$ cat src/rtl/tick_timer_bank_if.sv
// Bus bundle for tick_timer_bank: prescaler control, tick strobe and the
// per-channel start/status vectors (channel i at [i*TMR_W +: TMR_W]).
interface tick_timer_bank_if #(
  parameter int CNT_W = 25,
  parameter int NCH   = 4,
  parameter int TMR_W = 8
);
  logic                   en;
  logic                   div_load;
  logic [CNT_W-1:0]       div_value;
  logic                   tick;
  logic [NCH-1:0]         ch_start;
  logic [NCH*TMR_W-1:0]   ch_len;
  logic [NCH-1:0]         ch_busy;
  logic [NCH-1:0]         ch_done;
  logic [NCH*TMR_W-1:0]   ch_remain;

  modport master (
    output en, div_load, div_value, ch_start, ch_len,
    input  tick, ch_busy, ch_done, ch_remain
  );

  modport slave (
    input  en, div_load, div_value, ch_start, ch_len,
    output tick, ch_busy, ch_done, ch_remain
  );
endinterface

$ cat src/rtl/tick_timer_bank.sv
// Runtime-loadable prescaler producing a one-cycle tick, feeding NCH
// independent countdown channels that count in ticks.
module tick_timer_bank #(
  parameter int CNT_W       = 25,
  parameter int DIV_DEFAULT = 10,
  parameter int NCH         = 4,
  parameter int TMR_W       = 8
) (
  input  logic                clk,
  input  logic                rst,
  tick_timer_bank_if.slave    bus
);

  localparam logic [CNT_W-1:0] CNT_ONE = CNT_W'(1);
  localparam logic [CNT_W-1:0] DIV_RST = CNT_W'(DIV_DEFAULT);
  localparam logic [TMR_W-1:0] TMR_ONE = TMR_W'(1);
  localparam logic [TMR_W-1:0] TMR_ZERO = {TMR_W{1'b0}};

  logic [CNT_W-1:0]       div_r;
  logic [CNT_W-1:0]       cnt_r;
  logic                   tick_r;
  logic [CNT_W-1:0]       eff_div_s;
  logic [CNT_W-1:0]       load_div_s;
  logic                   tk_s;

  logic [NCH*TMR_W-1:0]   remain_r;
  logic [NCH-1:0]         busy_r;
  logic [NCH-1:0]         done_r;
  logic [NCH*TMR_W-1:0]   remain_nxt_s;
  logic [NCH-1:0]         busy_nxt_s;
  logic [NCH-1:0]         done_nxt_s;

  // Divisor 0 is treated as 1, both for reloads and for a freshly loaded value.
  always_comb begin
    eff_div_s  = (div_r == {CNT_W{1'b0}}) ? CNT_ONE : div_r;
    load_div_s = (bus.div_value == {CNT_W{1'b0}}) ? CNT_ONE : bus.div_value;
    tk_s       = bus.en & ~bus.div_load & (cnt_r == CNT_ONE);
  end

  // Prescaler: div_load restarts the phase; en low freezes count and phase.
  always_ff @(posedge clk) begin
    if (rst) begin
      div_r  <= DIV_RST;
      cnt_r  <= DIV_RST;
      tick_r <= 1'b0;
    end else if (bus.div_load) begin
      div_r  <= bus.div_value;
      cnt_r  <= load_div_s;
      tick_r <= 1'b0;
    end else if (bus.en) begin
      if (cnt_r == CNT_ONE) begin
        tick_r <= 1'b1;
        cnt_r  <= eff_div_s;
      end else begin
        tick_r <= 1'b0;
        cnt_r  <= cnt_r - CNT_ONE;
      end
    end else begin
      tick_r <= 1'b0;
    end
  end

  // Channel next state; a start wins over a coincident tk on the same channel.
  always_comb begin
    remain_nxt_s = remain_r;
    busy_nxt_s   = busy_r;
    done_nxt_s   = {NCH{1'b0}};
    for (int i = 0; i < NCH; i++) begin
      if (bus.ch_start[i]) begin
        if (bus.ch_len[i*TMR_W +: TMR_W] != TMR_ZERO) begin
          remain_nxt_s[i*TMR_W +: TMR_W] = bus.ch_len[i*TMR_W +: TMR_W];
          busy_nxt_s[i]                  = 1'b1;
          done_nxt_s[i]                  = 1'b0;
        end else begin
          remain_nxt_s[i*TMR_W +: TMR_W] = TMR_ZERO;
          busy_nxt_s[i]                  = 1'b0;
          done_nxt_s[i]                  = 1'b1;
        end
      end else if (busy_r[i] && tk_s) begin
        remain_nxt_s[i*TMR_W +: TMR_W] = remain_r[i*TMR_W +: TMR_W] - TMR_ONE;
        if (remain_r[i*TMR_W +: TMR_W] == TMR_ONE) begin
          busy_nxt_s[i] = 1'b0;
          done_nxt_s[i] = 1'b1;
        end else begin
          busy_nxt_s[i] = 1'b1;
          done_nxt_s[i] = 1'b0;
        end
      end else begin
        remain_nxt_s[i*TMR_W +: TMR_W] = remain_r[i*TMR_W +: TMR_W];
        busy_nxt_s[i]                  = busy_r[i];
        done_nxt_s[i]                  = 1'b0;
      end
    end
  end

  // Channel state registers.
  always_ff @(posedge clk) begin
    if (rst) begin
      remain_r <= {(NCH*TMR_W){1'b0}};
      busy_r   <= {NCH{1'b0}};
      done_r   <= {NCH{1'b0}};
    end else begin
      remain_r <= remain_nxt_s;
      busy_r   <= busy_nxt_s;
      done_r   <= done_nxt_s;
    end
  end

  assign bus.tick      = tick_r;
  assign bus.ch_busy   = busy_r;
  assign bus.ch_done   = done_r;
  assign bus.ch_remain = remain_r;

endmodule

$ cat src/flat_wrapper.sv
// flat-port wrapper written by rule: the top's interface ports become plain ports
module tick_timer_bank_flat 
#(
  parameter int CNT_W       = 25,
  parameter int DIV_DEFAULT = 10,
  parameter int NCH         = 4,
  parameter int TMR_W       = 8
)
  (clk, rst, bus_en, bus_div_load, bus_div_value, bus_ch_start, bus_ch_len, bus_tick, bus_ch_busy, bus_ch_done, bus_ch_remain);
  tick_timer_bank_if #(.CNT_W(CNT_W), .NCH(NCH), .TMR_W(TMR_W)) bus_i ();
  input  logic clk;
  input  logic rst;
  input wire logic [$bits(bus_i.en)-1:0] bus_en;
  input wire logic [$bits(bus_i.div_load)-1:0] bus_div_load;
  input wire logic [$bits(bus_i.div_value)-1:0] bus_div_value;
  input wire logic [$bits(bus_i.ch_start)-1:0] bus_ch_start;
  input wire logic [$bits(bus_i.ch_len)-1:0] bus_ch_len;
  output wire logic [$bits(bus_i.tick)-1:0] bus_tick;
  output wire logic [$bits(bus_i.ch_busy)-1:0] bus_ch_busy;
  output wire logic [$bits(bus_i.ch_done)-1:0] bus_ch_done;
  output wire logic [$bits(bus_i.ch_remain)-1:0] bus_ch_remain;
  assign bus_i.en = bus_en;
  assign bus_i.div_load = bus_div_load;
  assign bus_i.div_value = bus_div_value;
  assign bus_i.ch_start = bus_ch_start;
  assign bus_i.ch_len = bus_ch_len;
  assign bus_tick = bus_i.tick;
  assign bus_ch_busy = bus_i.ch_busy;
  assign bus_ch_done = bus_i.ch_done;
  assign bus_ch_remain = bus_i.ch_remain;
  tick_timer_bank #(.CNT_W(CNT_W), .DIV_DEFAULT(DIV_DEFAULT), .NCH(NCH), .TMR_W(TMR_W)) u_core (.clk(clk), .rst(rst), .bus(bus_i));
endmodule
$ cat config.mk
export PLATFORM = sky130hd
export DESIGN_NAME = tick_timer_bank_flat
export DESIGN_NICKNAME = d
export VERILOG_FILES = /design/src/rtl/tick_timer_bank_if.sv /design/src/rtl/tick_timer_bank.sv /design/src/flat_wrapper.sv
export SDC_FILE = /design/constraint.sdc
export NUM_CORES = 1
export LEC_CHECK = 0
export ABC_AREA = 1
export CORE_MARGIN = 10
export CORE_UTILIZATION = 59
export CTS_BUF_LIST = sky130_fd_sc_hd__clkbuf_8
export DETAILED_ROUTE_END_ITERATION = 10
export GPL_ROUTABILITY_DRIVEN = 1
export PLACE_DENSITY = 0.95
export SLEW_MARGIN = 20
export SYNTH_ARGS = -nofsm -noshare
export SYNTH_HDL_FRONTEND = slang
export SYNTH_SLANG_ARGS = --single-unit
$ cat constraint.sdc
create_clock -name clk -period 5 [get_ports clk]
set_input_delay 1 -clock clk [delete_from_list [all_inputs] [get_ports clk]]
set_output_delay 1 -clock clk [all_outputs]
set_load 0.005 [all_outputs]
==> results of run 1 <==
metrics by stage:
stage	worst slack (ns)	utilization [%]	power, mW
floorplan	2.837	-	1.127
global placement	1.942	72.95	1.291
detailed placement	1.886	72.95	1.305
CTS	2.240	74.86	1.755
global route	2.037	74.86	1.858
finish	2.222	74.86	1.764
area by class of cell:
| cell class | count | area [µm²] |
|---|---|---|
| multi-input combinational | 708 | 3477 |
| fill | 745 | 2356 |
| sequential | 91 | 1822 |
| timing repair buffer | 109 | 1076 |
| inverter | 80 | 300.3 |
| tap | 129 | 161.4 |
| clock buffer | 10 | 137.6 |
| clock inverter | 6 | 41.29 |
power breakdown:
group,switching [mW],internal (mW),total [mW]
clock,0.271,0.195,0.465
sequential,0.0581,0.773,0.832
combinational,0.262,0.206,0.467
total,0.591,1.17,1.76
routing by layer:
metal	share of wire, %	vias up	wire [µm]
li1	-	3129	-
met1	41	2824	6994
met2	48	295	8113
met3	8.3	44	1406
met4	2.7	0	462
met5	0	-	0
critical path: stages:
cell and delay (ns):
clkdlybuf4s50_1 0.41, inv_1 0.26, buf_4 0.32, nand2_1 0.28, nor2_4 0.25, nand2_2 0.15, nand2_2 0.17, nand2_1 0.08
a21oi_1 0.13
worst max-delay path by stage:
stage / depth (start not counted) / slack, ns / endpoint / from
floorplan: 9 / 2.84 / u_core.bus.ch_remain[8] / bus_div_load
global placement: 10 / 1.94 / u_core.bus.ch_remain[0] / bus_div_load
detailed placement: 10 / 1.89 / u_core.bus.ch_busy[0] / bus_div_load
CTS: 9 / 2.24 / u_core.bus.ch_remain[17] / bus_div_load
global route: 9 / 2.04 / u_core.bus.ch_remain[20] / bus_div_load
finish: 9 / 2.22 / u_core.bus.ch_remain[17] / bus_div_load
cell usage in the layout (no fill, tap or decap), types with 11 or more instances in the layout:
master	netlist	layout
nor3_1	20	20
nor2_1	140	140
dfxtp_1	91	91
xor2_1	18	18
nand2_1	216	216
o21ai_0	55	55
clkdlybuf4s50_1	0	104
nand2_2	12	12
nand3_1	88	88
inv_1	80	81
nand4_1	11	11
a21oi_1	80	80
Yosys cell counts (4+ instances only):
| cell type | instances |
|---|---|
| a21oi_1 | 80 |
| a21oi_2 | 6 |
| buf_2 | 6 |
| clkbuf_1 | 24 |
| dfxtp_1 | 91 |
| ha_1 | 10 |
| inv_1 | 80 |
| nand2_1 | 216 |
| nand2_2 | 12 |
| nand2_4 | 6 |
| nand3_1 | 88 |
| nand3b_1 | 6 |
| nand4_1 | 11 |
| nor2_1 | 140 |
| nor2_2 | 9 |
| nor2_4 | 4 |
| nor3_1 | 20 |
| nor4_1 | 5 |
| o21ai_0 | 55 |
| xnor2_1 | 4 |
| xor2_1 | 18 |
cell families after synthesis:
| logic type | synth area share, % |
|---|---|
| xor gates and xnor gates | 3.356 |
| buffers and inverters | 7.714 |
| AOI/OAI and AO/OA | 13.82 |
| DFF | 31.73 |
| and+or+nand+nor | 41.21 |
| adders and majority gates | 2.179 |
flip-flops by register name, summed over array words and instances, names as in the netlist:
signal and cells:
u_core.bus.tick 1, u_core.bus.ch_remain 32, u_core.bus.ch_done 4, u_core.cnt_r 25, u_core.bus.ch_busy 4, u_core.div_r 25
==> reports/metrics.cfg, run 1 <==
[status]
status = finished, final reports clean

[drt]
drc = 0
routedWlPerCell_um = 14.98
wl_um = 16980
routed_via_density = 5.553
final_antenna_net_count = 0
drt_iter0_markers = 772
first_pass_iters = 6
via_count = 6292

[die]
die_w_um = 118.7
dieArea_um2 = 14080
rows = 35
coreArea_um2 = 9371
die_y_um = 118.7
ioPinCount = 106
start_util_pct = 61.27

[timing]
rsz0062_at_grt = no
finalHoldViolations = 0
skew_ns = 0.01303
worst_slew_pin_slew_ns = 1.041
fmax_mhz = 360.0
setup_viol = 0
drv_slew = 0
setup_tns_ns = 0
relSlewSlack_pct = 30.52
period_needed_ns = 2.778
finalCritPeriodShare_pct = 55.55
timing.hold.ws_ns = 0.4882

[worst_hold_path]
holdPathEnd = u_core.div_r[11]
whs_path_depth = 2
min_path_type = reg2reg
min-delay-start = u_core.div_r[11]

[grt]
grt_util_met1_pct = 28.35
antenna_found_initial = 0
grt_pass1_vias = 6049
grt_pass1_wl_um = 28260
grt_max_degree = 66
overflow = 0
top_usage_layer = met2
use_met2_pct = 39.35
grt_use_total_pct = 23.28
grt_util_met3_pct = 4.569

[critical_path]
critPathLaunchType = input port
rr_worst_depth = 11
r2r_start = u_core.cnt_r[0]
r2r-end = u_core.cnt_r[12]
arrival_ns = 3.06
cp.required_ns = 5.29
crit_type = in2reg
r2r_slack_ns = 2.37
cp_max_fo = 20
cp-end-kind = flip-flop

[synth]
synth_area_um2 = 5742
synth_edf_count = 0
synth_top_cell_by_area = dfxtp_1
netlist.area_leader.share_pct = 31.73
synth_area_leaders = dfxtp_1 (32%), nand2_1 (14%), nor2_1 (9.2%), nand3_1 (7.7%), a21oi_1 (7.0%)
synth_ff_type = dfxtp_1
syn_nets = 988
async_reset_ff_share_pct = 0
ys_types = 34
ys_ff_latch = 91
yosysWarnings = 0
synth_seq_area_share_pct = 31.73
postSynthAreaPerCell_um2 = 6.289
netlist_instances = 913

[clocking]
numCtsBuffers = 9
cts_sinks = 91
clkTransAtPathRegs_ns = 0.09
insertion_delay_ns = 0.35
ctsResizeCount = 0
cts_setup_buffers = 0
cts_tree = yes
ctsHoldBuffers = 0
clock_path_buffers = 2
cts_root_buffer = clkbuf_8
htreeDepth = 3

[power]
power_density_nw_per_um2 = 251.5
p_leak_nw = 3.038
ir_drop_uv = 133.7

[flow_run]
cap_violations = 0

[final_layout]
antenna_cells = 0
fin_cells = 1133
fin_nets = 1074
drive_above_1_share_pct = 6.375
syn_to_final_growth_pct = 22.18
final_area_um2 = 7015

[placed_design]
place.gp.congestion = 0.9095
dp_cells = 1117
dp_hpwl_um = 12730
placed_cell_area_um2 = 6837
io_buffers = 105

Note: power is estimated with default switching activity, not from simulation.
==> inputs of run 2 (changes only) <==
--- a/config.mk
+++ b/config.mk
@@ -7,11 +7,11 @@
 export LEC_CHECK = 0
 export ABC_AREA = 1
 export CORE_MARGIN = 10
-export CORE_UTILIZATION = 59
+export CORE_UTILIZATION = 55
 export CTS_BUF_LIST = sky130_fd_sc_hd__clkbuf_8
 export DETAILED_ROUTE_END_ITERATION = 10
 export GPL_ROUTABILITY_DRIVEN = 1
-export PLACE_DENSITY = 0.95
+export PLACE_DENSITY = 0.94
 export SLEW_MARGIN = 20
 export SYNTH_ARGS = -nofsm -noshare
 export SYNTH_HDL_FRONTEND = slang
==> constraint.sdc (replaced) <==
create_clock -name clk -period 2.85 [get_ports clk]
set_input_delay 0.57 -clock clk [delete_from_list [all_inputs] [get_ports clk]]
set_output_delay 0.57 -clock clk [all_outputs]
set_load 0.005 [all_outputs]
==> run 2 against run 1 <==
Effect of this change:
- count of clock-buffer cells in the layout fell by 1
- setup slack got worse by 1.5 ns
- core utilization fell by 5.2 points
- largest cell class unchanged
==> reports/metrics.cfg, run 2 (synthesized netlist as in run 1, its figures left out) <==
[power]
power.share.combinational_pct = 25.4  ; -1.1 points
sw_frac_of_total_pct = 33.76  ; +0.28 points
p_int_mw = 2.153  ; +83%
power_density_nw_per_um2 = 456.0  ; +81%
switchingPower_mw = 1.097  ; +86%
clkPwrFrac_pct = 29.7  ; +3.3 points
p_leak_nw = 3.100  ; +2.0%
ir_drop_uv = 267.9  ; +100%
power_frac_seq_pct = 44.9  ; -2.2 points

[critical_path]
r2r_slack_ns = 0.67  ; -1.70 ns
cp.required_ns = 3.13  ; -2.16 ns
cpMostUsedCell = inv_1
r2r-end = u_core.cnt_r[2]
cp-end-kind = flip-flop
critPathLaunchType = flip-flop
path_cells = ha_1, inv_1, nor2_1, nand2_1, nor2_4, nand3_4, nand2_2, inv_1, o21ai_0, nand3_1, nand2_1, inv_1
r2r_start = u_core.cnt_r[0]
arrival_ns = 2.45  ; -0.61 ns
crit_type = reg2reg
rr_worst_depth = 12  ; +1
crit_path_max_incr_delay_ns = 0.51  ; +0.10 ns
cp_max_fo = 11  ; -45%
slowest_stage = dfxtp_1

[clocking]
clkTransAtPathRegs_ns = 0.10  ; about the same
htreeDepth = 3  ; unchanged
cts_sinks = 91  ; unchanged
ctsResizeCount = 0  ; unchanged
clock_path_buffers = 2  ; unchanged
ctsHoldBuffers = 0  ; unchanged
insertion_delay_ns = 0.38  ; +0.03 ns
cts_root_buffer = clkbuf_8
cts_tree = yes
cts_setup_buffers = 0  ; unchanged
numCtsBuffers = 9  ; unchanged

[timing]
period_needed_ns = 2.177
setup_viol = 0  ; unchanged
relSlewSlack_pct = 36.69  ; +6.2 points
finalCritPeriodShare_pct = 76.40
finalHoldViolations = 0  ; unchanged
timing.hold.ws_ns = 0.4877  ; -0.0005070 ns
drv_slew = 0  ; unchanged
skew_ns = 0.02126  ; +0.008234 ns
setup_tns_ns = 0  ; unchanged
rsz0062_at_grt = no
worst_slew_pin_slew_ns = 0.9487  ; -0.09238 ns
fmax_mhz = 459.3

[drt]
routedWlPerCell_um = 15.03  ; +0.27%
wl_met2_um = 8486  ; +4.6%
first_pass_iters = 5  ; -1
wl_um = 17270  ; +1.7%
drt_iter0_markers = 771  ; -0.13%
top_layer = met4
drc = 0  ; unchanged
met3_length_um = 1469  ; +4.5%
wl_met1_um = 7020  ; +0.37%
routed_via_density = 5.560  ; +0.13%
via_count = 6389  ; +1.5%
final_antenna_net_count = 0  ; unchanged

[flow_run]
cap_violations = 0  ; unchanged

[final_layout]
fin_nets = 1083  ; +0.84%
fillers = 820  ; +10%
drive_above_1_share_pct = 7.305  ; +0.93 points
mostFrequentLayoutCells = nand2_1 (216), nor2_1 (140), clkdlybuf4s50_1 (104)
syn_to_final_growth_pct = 24.17
largest_reg_flops = 32  ; unchanged
final_common_cell = nand2_1
fin_cells = 1149  ; +1.4%
fin_util_pct = 69.68  ; -5.2 points
antenna_cells = 0  ; unchanged

[die]
die_y_um = 122.2  ; +3.0%
die_w_um = 122.2  ; +3.0%
rows = 37  ; +5.7%
coreArea_um2 = 10230  ; +9.2%
start_util_pct = 56.12  ; -5.1 points
dieArea_um2 = 14930  ; +6.0%
ioPinCount = 106  ; unchanged

[status]
status = finished, final reports clean

[grt]
overflow = 0  ; unchanged
antenna_found_initial = 0  ; unchanged
grt_use_total_pct = 22.60  ; -0.68 points
grt_pass1_wl_um = 28280  ; about the same
grt_pass1_vias = 6080  ; +0.51%
grt_max_degree = 65  ; -1.5%

[worst_hold_path]
holdPathEnd = u_core.div_r[2]
min-delay-start = u_core.div_r[2]
whs_path_depth = 2  ; unchanged
min_path_type = reg2reg

[placed_design]
dp_hpwl_um = 12880  ; +1.2%
io_buffers = 105  ; unchanged
place.gp.congestion = 0.9513  ; +4.6%
dp_cells = 1133  ; +1.4%

run 2: layout make-up:
cell class | instances | area (µm²) | share of cell area, %
multi-input combinational | 708 | 3477 | 48.77
tap | 136 | 170.2 | 2.387
clock buffer | 9 | 123.9 | 1.737
timing repair buffer | 118 | 1144 | 16.04
sequential | 91 | 1822 | 25.55
inverter | 80 | 300.3 | 4.212
clock inverter | 7 | 92.59 | 1.299
run 2: metrics by stage:
| stage | setup WS [ns] | cell area, µm² | power, mW |
|---|---|---|---|
| after floorplan | 1.117 | 5742 | 1.977 |
| after global placement | 0.4546 | 6913 | 2.273 |
| after detailed placement | 0.4096 | 6913 | 2.296 |
| after CTS | 0.7674 | 7129 | 3.231 |
| after global routing | 0.5366 | 7129 | 3.399 |
| final | 0.6727 | 7129 | 3.251 |
run 2: power by group through the flow:
| stage | sequential, mW | combinational (mW) | clock (mW) |
|---|---|---|---|
| after global routing | 1.47 | 0.925 | 1.00 |
| final | 1.46 | 0.826 | 0.965 |
| after floorplan | 1.46 | 0.515 | 0 |
| after CTS | 1.45 | 0.820 | 0.956 |
| after global placement | 1.48 | 0.790 | 0 |
| after detailed placement | 1.48 | 0.813 | 0 |
run 2: worst max-delay path: cells and delay by family, from the launching register on:
kind / cells / cell delay [ns]
AO/OA/AOI/OAI: 1 / 0.18
adder cells (fa/ha/maj): 1 / 0.22
buffers and inverters: 3 / 0.32
flip-flops: 1 / 0.51
AND/OR/NAND/NOR: 7 / 0.85
run 2: routing by layer:
layer | GRT usage [%] | up-vias
li1 | - | 3161
met1 | 27.01 | 2896
met2 | 39.30 | 300
met3 | 5.088 | 32
met4 | 7.216 | 0
met5 | 0 | -
run 2: how the worst max path moves through the flow:
stage | startpoint | end | slack [ns] | cells past startpoint
2_1_floorplan | bus_div_load | u_core.bus.ch_remain[8] | 1.12 | 9
3_3_place_gp | bus_div_load | u_core.cnt_r[2] | 0.45 | 9
3_5_place_dp | bus_div_load | u_core.cnt_r[2] | 0.41 | 9
4_1_cts | u_core.cnt_r[0] | u_core.cnt_r[2] | 0.77 | 12
5_1_grt | u_core.cnt_r[0] | u_core.cnt_r[3] | 0.54 | 12
6_report | u_core.cnt_r[0] | u_core.cnt_r[2] | 0.67 | 12
==> inputs of run 3 (changes only) <==
--- a/config.mk
+++ b/config.mk
@@ -7,11 +7,11 @@
 export LEC_CHECK = 0
 export ABC_AREA = 1
 export CORE_MARGIN = 10
-export CORE_UTILIZATION = 55
+export CORE_UTILIZATION = 49
 export CTS_BUF_LIST = sky130_fd_sc_hd__clkbuf_8
 export DETAILED_ROUTE_END_ITERATION = 10
 export GPL_ROUTABILITY_DRIVEN = 1
-export PLACE_DENSITY = 0.94
+export PLACE_DENSITY = 0.9
 export SLEW_MARGIN = 20
 export SYNTH_ARGS = -nofsm -noshare
 export SYNTH_HDL_FRONTEND = slang
==> constraint.sdc (replaced) <==
create_clock -name clk -period 1.9 [get_ports clk]
set_input_delay 0.38 -clock clk [delete_from_list [all_inputs] [get_ports clk]]
set_output_delay 0.38 -clock clk [all_outputs]
set_load 0.005 [all_outputs]
==> run 3 against run 2 <==
Effect of this change:
- sequential power up 51%
- sequential share of layout area down 1.8 points
- die area up 10%
- register-to-register slack worse by 0.66 ns
- core utilization down 2.6 points
- final cell count up 3.8%
- hold slack worse by 0.023 ns
- routed wire length up 7.9%
- setup slack worse by 0.66 ns
- global-route usage down 2.0 points
==> reports/metrics.cfg, run 3 (synthesized netlist as in run 1, its figures left out) <==
[power]
p_leak_nw = 3.300  ; +6.5%
power_density_nw_per_um2 = 630.0  ; +38%
ir_drop_uv = 324.5  ; +21%

[clocking]
clock_path_buffers = 2  ; unchanged
ctsHoldBuffers = 0  ; unchanged
cts_sinks = 91  ; unchanged
htreeDepth = 3  ; unchanged
insertion_delay_ns = 0.37  ; about the same
cts_root_buffer = clkbuf_8
cts_tree = yes
clkTransAtPathRegs_ns = 0.09  ; about the same
numCtsBuffers = 9  ; unchanged

[drt]
first_pass_iters = 7  ; +2
wl_um = 18620  ; +7.9%
drc = 0  ; unchanged
routed_via_density = 5.622  ; +1.1%
final_antenna_net_count = 0  ; unchanged
via_count = 6707  ; +5.0%
drt_iter0_markers = 719  ; -6.7%
routedWlPerCell_um = 15.61  ; +3.9%

[critical_path]
rr_worst_depth = 11  ; -1
r2r_start = u_core.cnt_r[0]
crit_type = reg2reg
cp-end-kind = flip-flop
critPathLaunchType = flip-flop
arrival_ns = 2.14  ; -0.31 ns
cp_max_fo = 6  ; -5
cp.required_ns = 2.16  ; -0.97 ns
r2r-end = u_core.bus.ch_remain[25]
r2r_slack_ns = 0.01  ; -0.66 ns
worstSetupStartpoint = u_core.cnt_r[0]
worstSetupEndpoint = u_core.bus.ch_remain[25]

[final_layout]
syn_to_final_growth_pct = 33.93
fin_util_pct = 67.06  ; -2.6 points
final_common_cell = nand2_1
largest_reg_flops = 32  ; unchanged
mostFrequentLayoutCells = nand2_1 (208), nor2_1 (137), clkdlybuf4s50_1 (104)
antenna_cells = 0  ; unchanged
fin_nets = 1120  ; +3.4%
drive_above_1_share_pct = 14.00  ; +6.7 points

[die]
die_y_um = 128.3  ; +5.0%
ioPinCount = 106  ; unchanged
coreArea_um2 = 11470  ; +12%
start_util_pct = 50.07  ; -6.0 points
dieArea_um2 = 16450  ; +10%
rows = 39  ; +5.4%
die_w_um = 128.3  ; +5.0%

[timing]
finalHoldViolations = 0  ; unchanged
fmax_mhz = 529.8  ; +15%
period_needed_ns = 1.887  ; -0.2899 ns
worst_slew_pin_slew_ns = 0.8268  ; -0.1219 ns
finalCritPeriodShare_pct = 99.34  ; +23 points
drv_slew = 0  ; unchanged
setup_viol = 0  ; unchanged
relSlewSlack_pct = 44.82  ; +8.1 points
skew_ns = 0.009862  ; -0.01140 ns
setup_slack_ns = 0.01258  ; -0.6601 ns
rsz0062_at_grt = yes

[status]
status = finished, final reports clean

[grt]
grt_pass1_vias = 6109  ; +0.48%
antenna_found_initial = 0  ; unchanged
grt_use_total_pct = 20.64  ; -2.0 points
overflow = 0  ; unchanged
grt_max_degree = 65  ; unchanged
grt_pass1_wl_um = 28640  ; +1.3%

[placed_design]
place.gp.congestion = 0.9525  ; +0.13%
io_buffers = 105  ; unchanged
dp_hpwl_um = 13170  ; +2.2%
dp_slack_ns = -0.09646  ; -0.5060 ns

[worst_hold_path]
min_path_type = in2reg

[flow_run]
cap_violations = 0  ; unchanged

[run 3: cell types whose count changed in the layout (fill, tap and decap cells not counted), moves of 5 or more]
cell / delta
buf_4: +28
a21oi_1: -7
nand2_2: +7
nand2_8: +5
nand2_1: -8
a21oi_2: +7
nand3_1: -12
nand3_2: +7
nand3_4: +5
[run 3: worst min-delay path by stage]
stage,start,to,slack (ns),depth (start not counted)
finish,rst,u_core.bus.ch_remain[14],0.47,4
floorplan,u_core.div_r[1],u_core.div_r[1],0.44,2
global route,rst,u_core.bus.ch_remain[14],0.49,4
CTS,rst,u_core.bus.ch_remain[14],0.45,4
global placement,u_core.div_r[1],u_core.div_r[1],0.46,2
detailed placement,u_core.div_r[0],u_core.div_r[0],0.47,2
[run 3: final cells by class]
| type | instances | area, µm² |
|---|---|---|
| Fill cell | 867 | 3777 |
| Inverter | 80 | 300.3 |
| Clock buffer | 9 | 123.9 |
| Timing Repair Buffer | 153 | 1468 |
| Multi-Input combinational cell | 710 | 3734 |
| Sequential cell | 91 | 1824 |
| Clock inverter | 7 | 61.31 |
| Tap cell | 143 | 178.9 |
[run 3: routing by layer]
metal	track usage (%)	wire length [µm]
met3	4.632	1568
met4	8.079	542
met1	24.45	7275
met2	35.24	9235
met5	0	0
[run 3: power breakdown]
group / internal [mW] / switching, mW / total, mW
clock network: 0.595 / 0.705 / 1.30
registers: 2.04 / 0.162 / 2.20
logic: 0.600 / 0.746 / 1.35
[run 3: worst max-delay path, stage by stage, from the launching register on]
cell	delay, ns
dfxtp_2	0.39
ha_4	0.15
inv_2	0.04
nor2_4	0.09
nand2_2	0.07
nor2_4	0.18
nand3_4	0.17
nor2_8	0.26
nand2_8	0.13
buf_12	0.17
nand3_2	0.06
a21oi_2	0.06
[run 3: what timing repair did]
action / CTS / global route
setup endpoints to repair: 0 / 51
buffers inserted: 0 / 7
resized for setup: 0 / 59
[run 3: per-stage QoR]
step | cell area [µm²] | cells | hold WS (ns) | setup TNS, ns | total power [mW]
global placement | 7169 | 1168 | 0.4590 | -1.134 | 3.450
detailed placement | 7169 | 1168 | 0.4709 | -1.573 | 3.477
CTS | 7355 | 1184 | 0.4460 | 0 | 4.737
floorplan | 5742 | 913 | 0.4409 | 0 | 2.966
finish | 7690 | 1193 | 0.4652 | 0 | 4.844
global route | 7690 | 1193 | 0.4855 | -1.125 | 5.081
